### src/rtl/fetch_prefetch_queue.sv
// fetch_prefetch_queue
//
// Instruction-fetch front end. Owns the fetch PC, presents it to instruction
// memory, and buffers each returned instruction together with its PC+4 in a
// small FIFO that feeds the IF/ID register. Memory wait states and decode
// stalls are decoupled by the FIFO. A redirect flushes every buffered entry
// and restarts fetch at the (word-aligned) target.
//
// Parameters
//   DEPTH     number of queue entries (power of two, >= 2)
//   RESET_PC  fetch PC loaded by reset
//
// Ports
//   Clk              in   pipeline clock, rising edge
//   Reset            in   asynchronous, active-high
//   Redirect         in   flush the queue and load RedirectAddress as the PC
//   RedirectAddress  in   new fetch target, bits [1:0] forced to zero
//   IMemAddress      out  fetch PC (straight from the PC register)
//   IMemInstruction  in   instruction word at IMemAddress
//   IMemValid        in   IMemInstruction is valid this cycle
//   IDReady          in   decode accepts the head entry this cycle
//   IDValid          out  head entry valid
//   IDInstruction    out  head instruction, zero (NOP) when !IDValid
//   IDPCAddResult    out  head entry's PC+4, zero when !IDValid
//   Count            out  number of occupied entries
//
// Optional feature
//   FETCH_BYPASS_EN  when defined, an empty queue forwards the memory word to
//                    the ID outputs in the same cycle; if decode accepts it
//                    the word is never written into storage.

module fetch_prefetch_queue #(
  parameter int          DEPTH    = 4,
  parameter logic [31:0] RESET_PC = 32'h0000_0000
) (
  input  logic                       Clk,
  input  logic                       Reset,
  input  logic                       Redirect,
  input  logic [31:0]                RedirectAddress,
  output logic [31:0]                IMemAddress,
  input  logic [31:0]                IMemInstruction,
  input  logic                       IMemValid,
  input  logic                       IDReady,
  output logic                       IDValid,
  output logic [31:0]                IDInstruction,
  output logic [31:0]                IDPCAddResult,
  output logic [$clog2(DEPTH+1)-1:0] Count
);

  localparam int PTR_W = $clog2(DEPTH);
  localparam int CNT_W = $clog2(DEPTH + 1);
  localparam logic [CNT_W-1:0] DEPTH_C = CNT_W'(DEPTH);

  logic [31:0]      pc_q, pc_d;
  logic [PTR_W-1:0] wrPtr_q, wrPtr_d;
  logic [PTR_W-1:0] rdPtr_q, rdPtr_d;
  logic [CNT_W-1:0] count_q, count_d;

  // Each entry is {PC+4, instruction}.
  logic [63:0] storage [DEPTH];

  logic [31:0] pcPlus4;
  logic [31:0] redirectTarget;
  logic [63:0] headEntry;
  logic        storeValid;
  logic        storePop;
  logic        bypassValid;
  logic        bypassTake;
  logic        push;

  assign pcPlus4        = pc_q + 32'd4;
  // Masking (rather than slicing) keeps the low address bits formally used.
  assign redirectTarget = RedirectAddress & ~32'h3;
  assign headEntry      = storage[rdPtr_q];
  assign storeValid     = (count_q != '0);
  assign storePop       = storeValid && IDReady;

`ifdef FETCH_BYPASS_EN
  // Only an empty queue forwards the live memory word; otherwise ordering
  // would be broken by skipping older buffered entries.
  assign bypassValid = !storeValid && IMemValid && !Redirect;
`else
  assign bypassValid = 1'b0;
`endif
  assign bypassTake = bypassValid && IDReady;

  // A forwarded-and-consumed word still advances the PC but is not stored.
  // Pushing into a full queue is allowed when the head leaves the same cycle.
  assign push = IMemValid && !Redirect && !bypassTake &&
                ((count_q < DEPTH_C) || storePop);

  // Next-state logic. Redirect wins over everything, including a same-cycle
  // pop, which is simply dropped along with the rest of the queue.
  always_comb begin
    pc_d    = pc_q;
    wrPtr_d = wrPtr_q;
    rdPtr_d = rdPtr_q;
    count_d = count_q;
    if (Redirect) begin
      pc_d    = redirectTarget;
      wrPtr_d = '0;
      rdPtr_d = '0;
      count_d = '0;
    end else begin
      if (push || bypassTake) begin
        pc_d = pcPlus4;
      end
      if (push) begin
        wrPtr_d = wrPtr_q + PTR_W'(1);
      end
      if (storePop) begin
        rdPtr_d = rdPtr_q + PTR_W'(1);
      end
      if (push && !storePop) begin
        count_d = count_q + CNT_W'(1);
      end else if (storePop && !push) begin
        count_d = count_q - CNT_W'(1);
      end
    end
  end

  // Control state, cleared asynchronously.
  always_ff @(posedge Clk or posedge Reset) begin
    if (Reset) begin
      pc_q    <= RESET_PC;
      wrPtr_q <= '0;
      rdPtr_q <= '0;
      count_q <= '0;
    end else begin
      pc_q    <= pc_d;
      wrPtr_q <= wrPtr_d;
      rdPtr_q <= rdPtr_d;
      count_q <= count_d;
    end
  end

  // Entry storage needs no reset: it is only visible through a nonzero count.
  always_ff @(posedge Clk) begin
    if (push) begin
      storage[wrPtr_q] <= {pcPlus4, IMemInstruction};
    end
  end

  assign IMemAddress = pc_q;
  assign Count       = count_q;

`ifdef FETCH_BYPASS_EN
  always_comb begin
    IDValid       = 1'b0;
    IDInstruction = 32'h0;
    IDPCAddResult = 32'h0;
    if (storeValid) begin
      IDValid       = 1'b1;
      IDInstruction = headEntry[31:0];
      IDPCAddResult = headEntry[63:32];
    end else if (bypassValid) begin
      IDValid       = 1'b1;
      IDInstruction = IMemInstruction;
      IDPCAddResult = pcPlus4;
    end
  end
`else
  always_comb begin
    IDValid       = 1'b0;
    IDInstruction = 32'h0;
    IDPCAddResult = 32'h0;
    if (storeValid) begin
      IDValid       = 1'b1;
      IDInstruction = headEntry[31:0];
      IDPCAddResult = headEntry[63:32];
    end
  end
`endif

endmodule

### config.mk
export PLATFORM = sky130hd
export DESIGN_NAME = fetch_prefetch_queue
export DESIGN_NICKNAME = d
export VERILOG_FILES = /design/src/rtl/fetch_prefetch_queue.sv
export SDC_FILE = /design/constraint.sdc
export NUM_CORES = 1
export LEC_CHECK = 0
export BUFFER_PORTS_ARGS = -buffer_cell sky130_fd_sc_hd__buf_2
export CORE_ASPECT_RATIO = 0.7
export CORE_MARGIN = 4
export CORE_UTILIZATION = 37
export DETAILED_ROUTE_END_ITERATION = 6
export PLACE_DENSITY = 0.69
export SLEW_MARGIN = 20
export SYNTH_ARGS = -nofsm -noshare
export SYNTH_HDL_FRONTEND = slang
export SYNTH_SLANG_ARGS = --single-unit
### constraint.sdc
create_clock -name Clk -period 2.7 [get_ports Clk]
set_clock_uncertainty 0.1 [all_clocks]
set_input_delay 0.27 -clock Clk [delete_from_list [all_inputs] [get_ports Clk]]
set_output_delay 0.27 -clock Clk [all_outputs]
set_load 0.01 [all_outputs]
## After elaboration in Yosys (flattened, before gate mapping)

Memory sizes are Yosys's and may differ from the RTL's.
Cells that the tools add are included.

| storage, ports and cells | value |
|---|---|
| register bits after elaboration | 39 |
| RAM bits | 256 |
| input port bits | 69 |
| output and inout bits | 100 |
| logic and storage cells | 38 |
| memories | 1 |

Memory list:

| name | depth | bits a word | rd ports | clocked after memory_dff | write ports | line | source |
|---|---|---|---|---|---|---|---|
| storage | 4 | 64 | 1 | 0 | 1 | 60 | `logic [63:0] storage [DEPTH];` |

| operators by class | value |
|---|---|
| add/subtract/negate cells | 5 |
| order comparisons | 1 |
| mux-type cells | 14 |
| reduce and logical (&&, ||, !) cells | 13 |

Operators with widths:

| operator | count |
|---|---|
| 32-bit two-way mux | 4 |
| 32-bit by 3-bit adder with 32-bit output, second input constant | 1 |
| 3-bit two-way mux | 3 |
| 2-bit two-way mux | 4 |
| 3-bit nonzero test | 2 |
| 1-bit logical AND | 5 |
| 2-bit by 1-bit adder with 2-bit output, second input constant | 2 |
| 2-bit nonzero test | 2 |
| 3-bit by 1-bit adder with 3-bit output, second input constant | 1 |
| 1-bit zero test | 3 |
| 3-bit < comparator, second input constant | 1 |
| 1-bit two-way mux | 3 |
| 3-bit by 1-bit subtractor with 3-bit output, second input constant | 1 |
| 1-bit logical OR | 1 |

## Logic depth before layout (Yosys ltp)

| depth | value |
|---|---|
| depth after elaboration | 9 |
| gate-level depth with buffers | 9 |
| mapped depth without buffers | 9 |

## Least setup slack after synthesis

No wires, ideal clock.

| timing path | value |
|---|---|
| path type | reg2reg |
| from | register count_q[2] (netlist: Count[2]) |
| to | memory storage[0][0], enable pin |
| data arrival time | 2439 ps |
| data required time | 2173 ps |
| setup slack | -266 ps |
| stages on the path, launching flop included | 5 |
| path buffers | 0 |
| period minus slack after synthesis | 2966 ps |
| cell sequence | dfrtp_1 > nand2b_1 > nand2_1 > nor2_1 > and2_1 |

| between the ends | value |
|---|---|
| cells in the longest elaborated chain, start to end | 6 |
| elaborated cells on any way between the ends | 7 |
| classes of those cells | order compare: 1; mux: 2; reduce/logical: 4 |

Ends and longest elaborated chain:

| element | line | source |
|---|---|---|
| start, declared | 57 | `logic [CNT_W-1:0] count_q, count_d;` |
| start signal, assigned | 133 | `count_q <= count_d;` |
| branches (longest 2 deep; another with 3-bit < comparator) | - |  |
| 1-bit logical OR * | 90 | `((count_q < DEPTH_C) \|\| storePop);` |
| 1-bit logical AND * | 89 | `assign push = IMemValid && !Redirect && !bypassTake &&` |
| 1-bit two-way mux * | 139 | `if (push) begin` |
| 1-bit two-way mux (implied by the code) * | 140 | `storage[wrPtr_q] <= {pcPlus4, IMemInstruction};` |
| end, declared | 60 |  |

Mark *: on every way between the ends.

## Worst setup path in the final report

| timing path | value |
|---|---|
| from | register rdPtr_q[0] |
| to | output port IDPCAddResult[14] |

| between the ends | value |
|---|---|
| cells in the longest elaborated chain, start to end | 2 |

Ends and longest elaborated chain:

| element | line | source |
|---|---|---|
| start, declared | 56 | `logic [PTR_W-1:0] rdPtr_q, rdPtr_d;` |
| start signal, assigned | 132 | `rdPtr_q <= rdPtr_d;` |
| memory read 4 x 64 bit | - |  |
| 32-bit two-way mux | 167 | `if (storeValid) begin` |
| end, declared | 46 | `output logic [31:0] IDPCAddResult,` |

Every way passes these cells.

==> out/metrics.csv <==
stage,metric,value,unit
grt,largest net degree at the start of global routing,67,
floorplan,Die X,224,um
route,WL/cell,20.4,um
yosys,Post-Synth XOR/XNOR Area,4.57,%
placement,HPWL after DPL,18900,um
route,Vias/cell,5.01,
yosys,Synth Instances,712,
sta,Slew Limit Fails,0,
clock_network,H-tree Lvls,1,
finish,final net count,1036,
floorplan,die area,35500,um^2
yosys,Post-Syn Area per Cell,16.9,um^2
floorplan,core footprint,31600,um^2
clock_network,Clock Root Buffer,clkbuf_16,
yosys,area of the mapped netlist,12000,um^2
yosys,largest cells by area after synthesis,"edfxtp_1 62%, mux4_2 12%, dfrtp_1 7.7%",
clock_network,worst-skew pair later-pin latency,0.55,ns
clock_network,CTS max path bufs,3,
placement,Place WS,0.388,ns
run,max-cap violation count,0,
yosys,"Top FF cell, synth",edfxtp_1,
sta,fin crit share,95.3,%
yosys,Yosys top cell by area,edfxtp_1,
setup_path,critical path class,register to primary output,
clock_network,Num CTS Buffers,28,
setup_path,max incr delay on CP,0.60,ns
sta,Final setup viols,0,
setup_path,startpoint types,register,
outcome,status,completed,
setup_path,"Cell Chain, Critical Path",buf_12 > mux4_2 > and2_1 > buf_2,
finish,antenna diode count,0,
finish,Final Non-Filler Cells,1401,
yosys,simple-gate portion of the synthesized area,10.0,%
yosys,"EDFF count, synth",248,
grt,grt met3 use,3.63,%
grt,first-pass GRT wire length,44700,um
sta,Tmin final,2.57,ns
finish,layout cells sized above 1,32.6,%
finish,number of fill cells in the layout,2706,
hold_path,HP Class,input port to register,
setup_path,CP Capture Type,primary output,
sta,slew margin rel.,58.3,%
placement,Placed Instances,1286,
floorplan,die height,159,um
floorplan,std cell rows,54,
grt,grt peak-use layer,met2,
yosys,count of different cell masters after synthesis,44,
clock_network,Post-CTS Resized,0,
sta,Slew @ Worst Pin,0.621,ns
pwr,peak supply drop,0.639,mV
yosys,Async SR Flop Fraction,13.0,%
setup_path,CP arrival,2.20,ns
clock_network,CTS tree,yes,
placement,Final Wtd Congestion,0.786,
route,DRT Wirelength,28500,um
yosys,largest family of logic cells by synthesized area,multiplexers,
route,Vias,7019,
yosys,post-synthesis mux area share,11.8,%
setup_path,CP Data Required Time,2.33,ns
sta,Final Hold Vio Count,0,
grt,grt ovf,0,
sta,sum of negative setup slack,0,ns
route,DR pass1 iterations,5,
finish,Area growth syn-to-layout,25.6,%
sta,final worst slack,0.126,ns
grt,met2 usage,24.5,%
placement,placed cell area,13500,um^2
yosys,adder-cell share of the synthesized area,0.686,%
clock_network,clock sinks,285,
setup_path,"Max FO, Critical Path",21,
yosys,post-synthesis compound-gate area fraction,1.52,%
grt,global-route met1 utilization,24.0,%
sta,Fin Hold WS,0.145,ns
floorplan,Initial Util,38.1,%
yosys,YS warnings,0,
yosys,Synth Register Bits,285,
placement,Buffers on Ports,162,
pwr,pwr/cell area,855,nW/um^2
grt,vias in the first global route,7362,
route,# DRC,0,
grt,antenna violations before repair,0,
pwr,leak pwr,5.40,nW
route,DRT iter0 DRCs,570,
sta,max frequency,389,MHz
sta,RSZ-0062 raised after global routing,no,
floorplan,Top-Level Pins,169,
yosys,Synth top area share,61.8,%
finish,design area,15100,um^2
clock_network,Clock Pin Slew Worst Setup and Hold Paths,0.06,ns
route,DRT antenna net count,0,
grt,Total GRT Usage,16.1,%
yosys,part of the Yosys area used for sequential elements,69.5,%
setup_path,Crit-path slowest cell,mux4_2,
[worst max-delay path, delay by kind of cell (launching register included)]
family	cells	cell delay, ns
buf+inv	2	0.36
flops	1	0.50
mux	1	0.60
simple gates	1	0.19
[cell usage after synthesis (3+ instances only)]
| library cell | instances |
|---|---|
| mux4_2 | 62 |
| buf_2 | 13 |
| dfrtp_1 | 37 |
| and3_1 | 6 |
| nor3_1 | 8 |
| inv_1 | 9 |
| nand3_1 | 13 |
| and4_1 | 3 |
| a21oi_1 | 4 |
| xnor2_1 | 33 |
| o21ai_1 | 21 |
| nand2_1 | 57 |
| nor4_2 | 4 |
| xor2_1 | 28 |
| nor4_1 | 3 |
| buf_4 | 5 |
| clkbuf_1 | 21 |
| ha_1 | 5 |
| nor2_1 | 19 |
| nand4_1 | 10 |
| edfxtp_1 | 248 |
| o21ai_0 | 8 |
| and2_1 | 70 |
| nand4_2 | 3 |
[worst paths after layout]
kind | to | cells past startpoint | from | slack, ns
worst max-delay path | IDPCAddResult[14] | 4 | rdPtr_q[0] | 0.13
worst max register to register | storage[2][63] | 5 | IMemAddress[9] | 0.32
max in group asynchronous | rdPtr_q[0] | 4 | Reset | 1.82
worst min-delay path | Count[2] | 4 | IMemValid | 0.15
worst min register to register | wrPtr_q[1] | 2 | wrPtr_q[1] | 0.48
min in group asynchronous | IMemAddress[3] | 4 | Reset | 0.29
[layer usage]
layer	share of wire, %	up-vias
met3	6.9	37
met4	1.9	0
met5	0	-
met1	46	3541
met2	45	245
li1	-	3196
[logic make-up (layout without fill, tap and decap cells)]
family,Yosys count,in the layout
AND/OR/NAND/NOR,210,210
XOR/XNOR,62,62
AO/OA/AOI/OAI,35,35
buffers and inverters,49,315
adder cells (fa/ha/maj),6,6
other,1,4
flip-flops,285,285
multiplexers,64,64
[where the power goes]
part	internal, mW	switching, mW	leakage (nW)
Combinational	1.74	1.94	2.24
Clock	2.33	1.62	0.447
Sequential	5.12	0.186	2.71
Total	9.19	3.75	5.40
[state kept, by name, summed over array words and instances, names as in the netlist]
register     cells
storage        248
IMemAddress     30
rdPtr_q          2
Count            3
wrPtr_q          2
[timing repair]
| action | in CTS | in global routing |
|---|---|---|
| endpoints found under the setup margin | 44 | 0 |
| buffers inserted | 1 | 0 |
| hold endpoints to repair | 197 | 0 |
| hold buffers | 64 | 0 |
[area by class of cell]
type                    count  area (um^2)  area share, %
flip-flops and latches    285         8380           55.4
multi-input cells         381         3470           22.9
repair buffers            256         1790           11.8
clock buffers              31          733           4.85
well taps                 420          526           3.47
clock inverters            19          198           1.31
inverters                   9         33.8          0.223
[through the flow]
| step | power [mW] | utilization [%] |
|---|---|---|
| 6_report | 12.9 | 47.8 |
| 5_1_grt | 13.6 | 47.8 |
| 4_1_cts | 13.1 | 47.8 |
| 2_1_floorplan | 7.59 | - |
| 3_3_place_gp | 9.02 | 42.8 |
| 3_5_place_dp | 9.07 | 42.8 |
[layout by cell type (no fill, tap or decap), drive strengths merged, types with 2 or more instances in the layout]
master	synthesis	final
a21oi	4	4
and2	71	71
and3	6	6
and4	3	3
buf	19	192
bufinv	0	4
clkbuf	21	31
clkinv	0	12
clkinvlp	0	3
conb	1	4
dfrtp	37	37
dlygate4sd3	0	64
edfxtp	248	248
ha	5	5
inv	9	9
mux4	62	62
nand2	57	57
nand3	14	14
nand4	13	13
nor2	20	20
nor2b	2	2
nor3	9	9
nor4	9	9
o21ai	29	29
or3	2	2
xnor2	34	34
xor2	28	28
No activity file was read; power rests on OpenSTA's default activity.
